File: config.mk
export PLATFORM = sky130hd
export DESIGN_NAME = seq_detector_prog
export DESIGN_NICKNAME = d
export VERILOG_FILES = /design/src/rtl/seq_detector_prog.sv
export SDC_FILE = /design/constraint.sdc
export NUM_CORES = 1
export LEC_CHECK = 0
export ABC_AREA = 1
export CORE_ASPECT_RATIO = 1.25
export CORE_MARGIN = 1
export CORE_UTILIZATION = 54
export DETAILED_ROUTE_END_ITERATION = 6
export GPL_TIMING_DRIVEN = 1
export PLACE_DENSITY = 0.79
export SETUP_SLACK_MARGIN = 0.4
export SLEW_MARGIN = 25
export SYNTH_ARGS = -nofsm -noshare
export SYNTH_HDL_FRONTEND = slang
export SYNTH_SLANG_ARGS = --single-unit
File: constraint.sdc
create_clock -name clk -period 2.6 [get_ports clk]
set_input_delay 0.26 -clock clk [delete_from_list [all_inputs] [get_ports clk]]
set_output_delay 0.26 -clock clk [all_outputs]
set_load 0.03 [all_outputs]
File: src/rtl/seq_detector_prog.sv
// Runtime-programmable serial bit-pattern detector with overlap control,
// valid-qualified input and a saturating match counter.
module seq_detector_prog #(
  parameter int MAX_LEN = 8,
  parameter int LEN_W   = 4,
  parameter int CNT_W   = 16
) (
  input  logic               clk,
  input  logic               reset,
  input  logic               cfg_load,
  input  logic [MAX_LEN-1:0] cfg_pattern,
  input  logic [LEN_W-1:0]   cfg_len,
  input  logic               cfg_overlap,
  input  logic               in_valid,
  input  logic               data_in,
  input  logic               count_clr,
  output logic               armed,
  output logic               detected,
  output logic [CNT_W-1:0]   match_count
);

  localparam int FILL_W = $clog2(MAX_LEN + 1);

  typedef enum logic {UNCFG, ARMED} state_t;

  state_t             state, state_nx;
  logic [MAX_LEN-1:0] pattern;
  logic [LEN_W-1:0]   len;
  logic               overlap;
  logic [MAX_LEN-1:0] hist, hist_n;
  logic [FILL_W-1:0]  fill, fill_n;
  logic [LEN_W-1:0]   len_eff;
  logic               sample;
  logic               match;

  function automatic logic [LEN_W-1:0] clamp_len(input logic [LEN_W-1:0] l);
    if (int'(l) > MAX_LEN) return LEN_W'(MAX_LEN);
    return l;
  endfunction

  function automatic logic [MAX_LEN-1:0] len_mask(input logic [LEN_W-1:0] l);
    logic [MAX_LEN-1:0] m;
    m = '0;
    for (int i = 0; i < MAX_LEN; i++) m[i] = (i < int'(l));
    return m;
  endfunction

  function automatic logic [CNT_W-1:0] sat_inc(input logic [CNT_W-1:0] c);
    if (&c) return c;
    return c + CNT_W'(1);
  endfunction

  always_comb begin
    state_nx = state;
    len_eff  = clamp_len(cfg_len);
    if (cfg_load) state_nx = (len_eff != '0) ? ARMED : UNCFG;
    hist_n = {hist[MAX_LEN-2:0], data_in};
    fill_n = (int'(fill) >= MAX_LEN) ? fill : fill + FILL_W'(1);
    // A bit arriving alongside cfg_load is discarded along with the flushed history.
    sample = (state == ARMED) && in_valid && !cfg_load;
    match  = sample && (int'(fill_n) >= int'(len)) &&
             (((hist_n ^ pattern) & len_mask(len)) == '0);
  end

  always_ff @(posedge clk or posedge reset) begin
    if (reset) state <= UNCFG;
    else       state <= state_nx;
  end

  assign armed = (state == ARMED);

  always_ff @(posedge clk or posedge reset) begin
    if (reset) begin
      pattern     <= '0;
      len         <= '0;
      overlap     <= 1'b0;
      hist        <= '0;
      fill        <= '0;
      detected    <= 1'b0;
      match_count <= '0;
    end else begin
      if (cfg_load) begin
        pattern <= cfg_pattern;
        len     <= len_eff;
        overlap <= cfg_overlap;
        hist    <= '0;
        fill    <= '0;
      end else if (sample) begin
        hist <= hist_n;
        fill <= (match && !overlap) ? '0 : fill_n;
      end
      detected <= match;
      if (count_clr)  match_count <= match ? CNT_W'(1) : '0;
      else if (match) match_count <= sat_inc(match_count);
    end
  end

endmodule

==> results.md <==
* Synth warn at 0
* Tot Pwr at 0.00134 W
* CTS root buf: clkbuf_8
* Vias at 2272
* Dpl cell area at 2920 um^2
* Crit-path max FO at 8
* Initial drt markers at 136
* Leading post-synthesis cells by cell area: dfrtp_1 41%, nand2_1 16%, inv_1 7.5%, nand3_1 5.5%, xor2_1 4.1%
* Final Skew at 0.00876 ns
* Most common cell in the synthesized netlist: nand2_1
* Die W at 63.4 um
* Kind of launch point of the worst setup path: flop
* H-tree depth at 2
* Commonest cells in the netlist: 110 x nand2_1, 51 x inv_1, 42 x dfrtp_1, 28 x nand3_1, 23 x nor2_1
* Critical R2R Capture: match_count[11]$_DFFE_PP0P_
* GRT overflow at 0
* Critical Path Source: fill[0]$_DFFE_PP0P_
* IO Port Bufs at 36
* Flop-to-flop setup slack at 0.48 ns
* Setup TNS at 0 ns
* Drt pass-1 iters at 4
* Slew margin rel. at 64.9%
* Initial Utilization at 57.0%
* Design area at 3150 um^2
* CP Cell Sequence: inv_2, ha_4, inv_1, o21ai_2, ha_1, nand2_1, nand2_1, nand2_2, a21oi_4, nand4_4, nand3_2, nand2_2
* Core area at 4460 um^2
* Dpl hpwl at 3.80 mm
* Syn Inst Count at 338
* Worst-Skew Late Latency at 0.30 ns
* CP Class: reg2reg
* RePlAce Congestion at 0.846
* Post-synthesis instance area at 2540 um^2
* Static Leakage at 1.59 nW
* Remaining DRCs at 0
* Die Ht at 78.7 um
* Worst-Margin Slew at 0.527 ns
* Cts bufs inserted at 5
* Netlist cell types at 30
* R2R cell count at 12
* Final wirelength at 5.54 mm
* Die area at 4990 um^2
* CP max stage cell: dfrtp_1
* Worst reg2reg startpoint: fill[0]$_DFFE_PP0P_
* Register area share after synthesis at 41.3%
* Largest buffer count on any clock path at 2
* RSZ-0062 raised after global routing: no
* Area Overhead vs Synth at 23.7%
* Vias in the first global route at 2164
* Endpoints failing setup at 0
* Clock sinks at 42
* Synthesized flop and latch total at 42
* Tcrit/Tclk final at 81.7%
* Worst endpoint data arrival time at 2.31 ns
* ANT cells at 0
* Filler cell count at 389
* Largest net degree at the start of global routing at 43
* Max-Cap Viols at 0
* Routed Antenna Nets at 0
* CP Capture Type: flop
* Crit path time final at 2.12 ns
* Hold Crit Class: in2async
* CP Capture Point: match_count[11]$_DFFE_PP0P_
* Status: finished clean
* Final nets at 405
* Max VDD drop at 349 uV
* Via-to-Cell Ratio at 5.19
* Critical Path Max Stage Delay at 0.43 ns
* Worst-path clk slew at 0.09 ns
* Initial antenna violation count at 0
* Syn nets at 364
* Post-synth ARST share at 100%
* Fin. max-slew vios at 0
* Max Clk Rate at 0.471 GHz
* Leading area contributor after synthesis: dfrtp_1
* Mean Syn Cell Area at 7.52 um^2
* Post-synth top flop: dfrtp_1
* Layout cells sized above 1 at 10.8%
* Drt wl/cell at 12.7 um
* EDFF count, synth at 0
* Share of the synthesized area in the top cell type at 41.3%
* PD cells at 427 nW/um^2
* Cts hold-fix bufs at 0
* CTS tree: yes
* FP Rows at 27
* I/O pins at 37
* CP Data Required Time at 2.79 ns
* Final Hold Viols at 0
* Gr usage total at 23.9%
* First-pass GRT wire length at 9.34 mm
cells in the final DEF, fill, tap and decap left out, drive strengths merged, types with 6 or more instances in the layout:
| cell | count |
|---|---|
| nand4 | 17 |
| o21ai | 11 |
| inv | 51 |
| ha | 7 |
| xor2 | 12 |
| clkdlybuf4s50 | 36 |
| o22ai | 9 |
| nor2 | 28 |
| nand2 | 113 |
| clkbuf | 6 |
| buf | 6 |
| dfrtp | 42 |
| nand3 | 29 |
worst min-delay path by stage:
stage	from	end	slack, ns	cells past startpoint
finish	reset	match_count[3]$_DFFE_PP0P_	0.38	3
global route	reset	match_count[2]$_DFFE_PP0P_	0.49	3
CTS	reset	match_count[2]$_DFFE_PP0P_	0.40	3
detailed placement	fill[2]$_DFFE_PP0P_	fill[2]$_DFFE_PP0P_	0.47	2
global placement	fill[2]$_DFFE_PP0P_	fill[2]$_DFFE_PP0P_	0.47	2
floorplan	cfg_pattern[3]	pattern[3]$_DFFE_PP0P_	0.38	2
critical path: cells and delay by family, from the launching register on:
kind / cells / cell delay, ns
flops: 1 / 0.43
buf+inv: 2 / 0.18
compound gates: 2 / 0.29
fa+ha+maj: 2 / 0.48
simple gates: 6 / 0.63
logic make-up (layout without fill, tap and decap cells):
logic type      Yosys count  count (layout)  share of synthesized area [%]
flops                    42              42                           41.3
compound gates           25              25                           5.61
buf+inv                  61             102                           10.6
simple gates            189             190                           34.2
xor+xnor                 14              14                           4.82
fa+ha+maj                 7               7                           3.44
what timing repair did:
action	4_1_cts	5_1_grt
pin swaps	1	6
resized for setup	1	16
gates cloned	0	1
buffers inserted	2	1
endpoints found under the setup margin	20	20
sequential cells by signal (all words and copies together), names as in the netlist:
name	cells
match_count	16
pattern	8
hist	7
fill	4
len	4
armed	1
detected	1
overlap	1
power by group:
part	total [W]	internal, W	switching [W]
sequential	0.000694	0.000676	0.0000180
combinational	0.000203	0.0000776	0.000126
clock	0.000446	0.000214	0.000233
routing by layer:
| metal | vias up | wire [um] | track usage (%) |
|---|---|---|---|
| li1 | 1155 | - | - |
| met1 | 1062 | 2350 | 27.3 |
| met2 | 48 | 2940 | 44.4 |
| met3 | 7 | 155 | 4.02 |
| met4 | 0 | 96 | 7.73 |
| met5 | - | 0 | 0 |
layout make-up:
type,instances,area [um^2],share of cell area [%]
clock buffer,6,82.6,2.63
clock inverter,2,12.5,0.398
inverter,52,195,6.21
multi-input combinational,236,1310,41.8
sequential,42,1050,33.4
tap,58,72.6,2.31
timing repair buffer,42,418,13.3
through the flow:
stage	worst slack [ns]	cells	hold slack, ns	utilization [%]
after floorplan	0.613	338	0.377	-
after global placement	0.389	426	0.470	65.6
after detailed placement	0.295	426	0.473	65.6
after CTS	0.412	436	0.404	68.5
after global routing	0.362	438	0.495	70.5
final	0.477	438	0.380	70.5
Power figures use the tool's default switching activity.
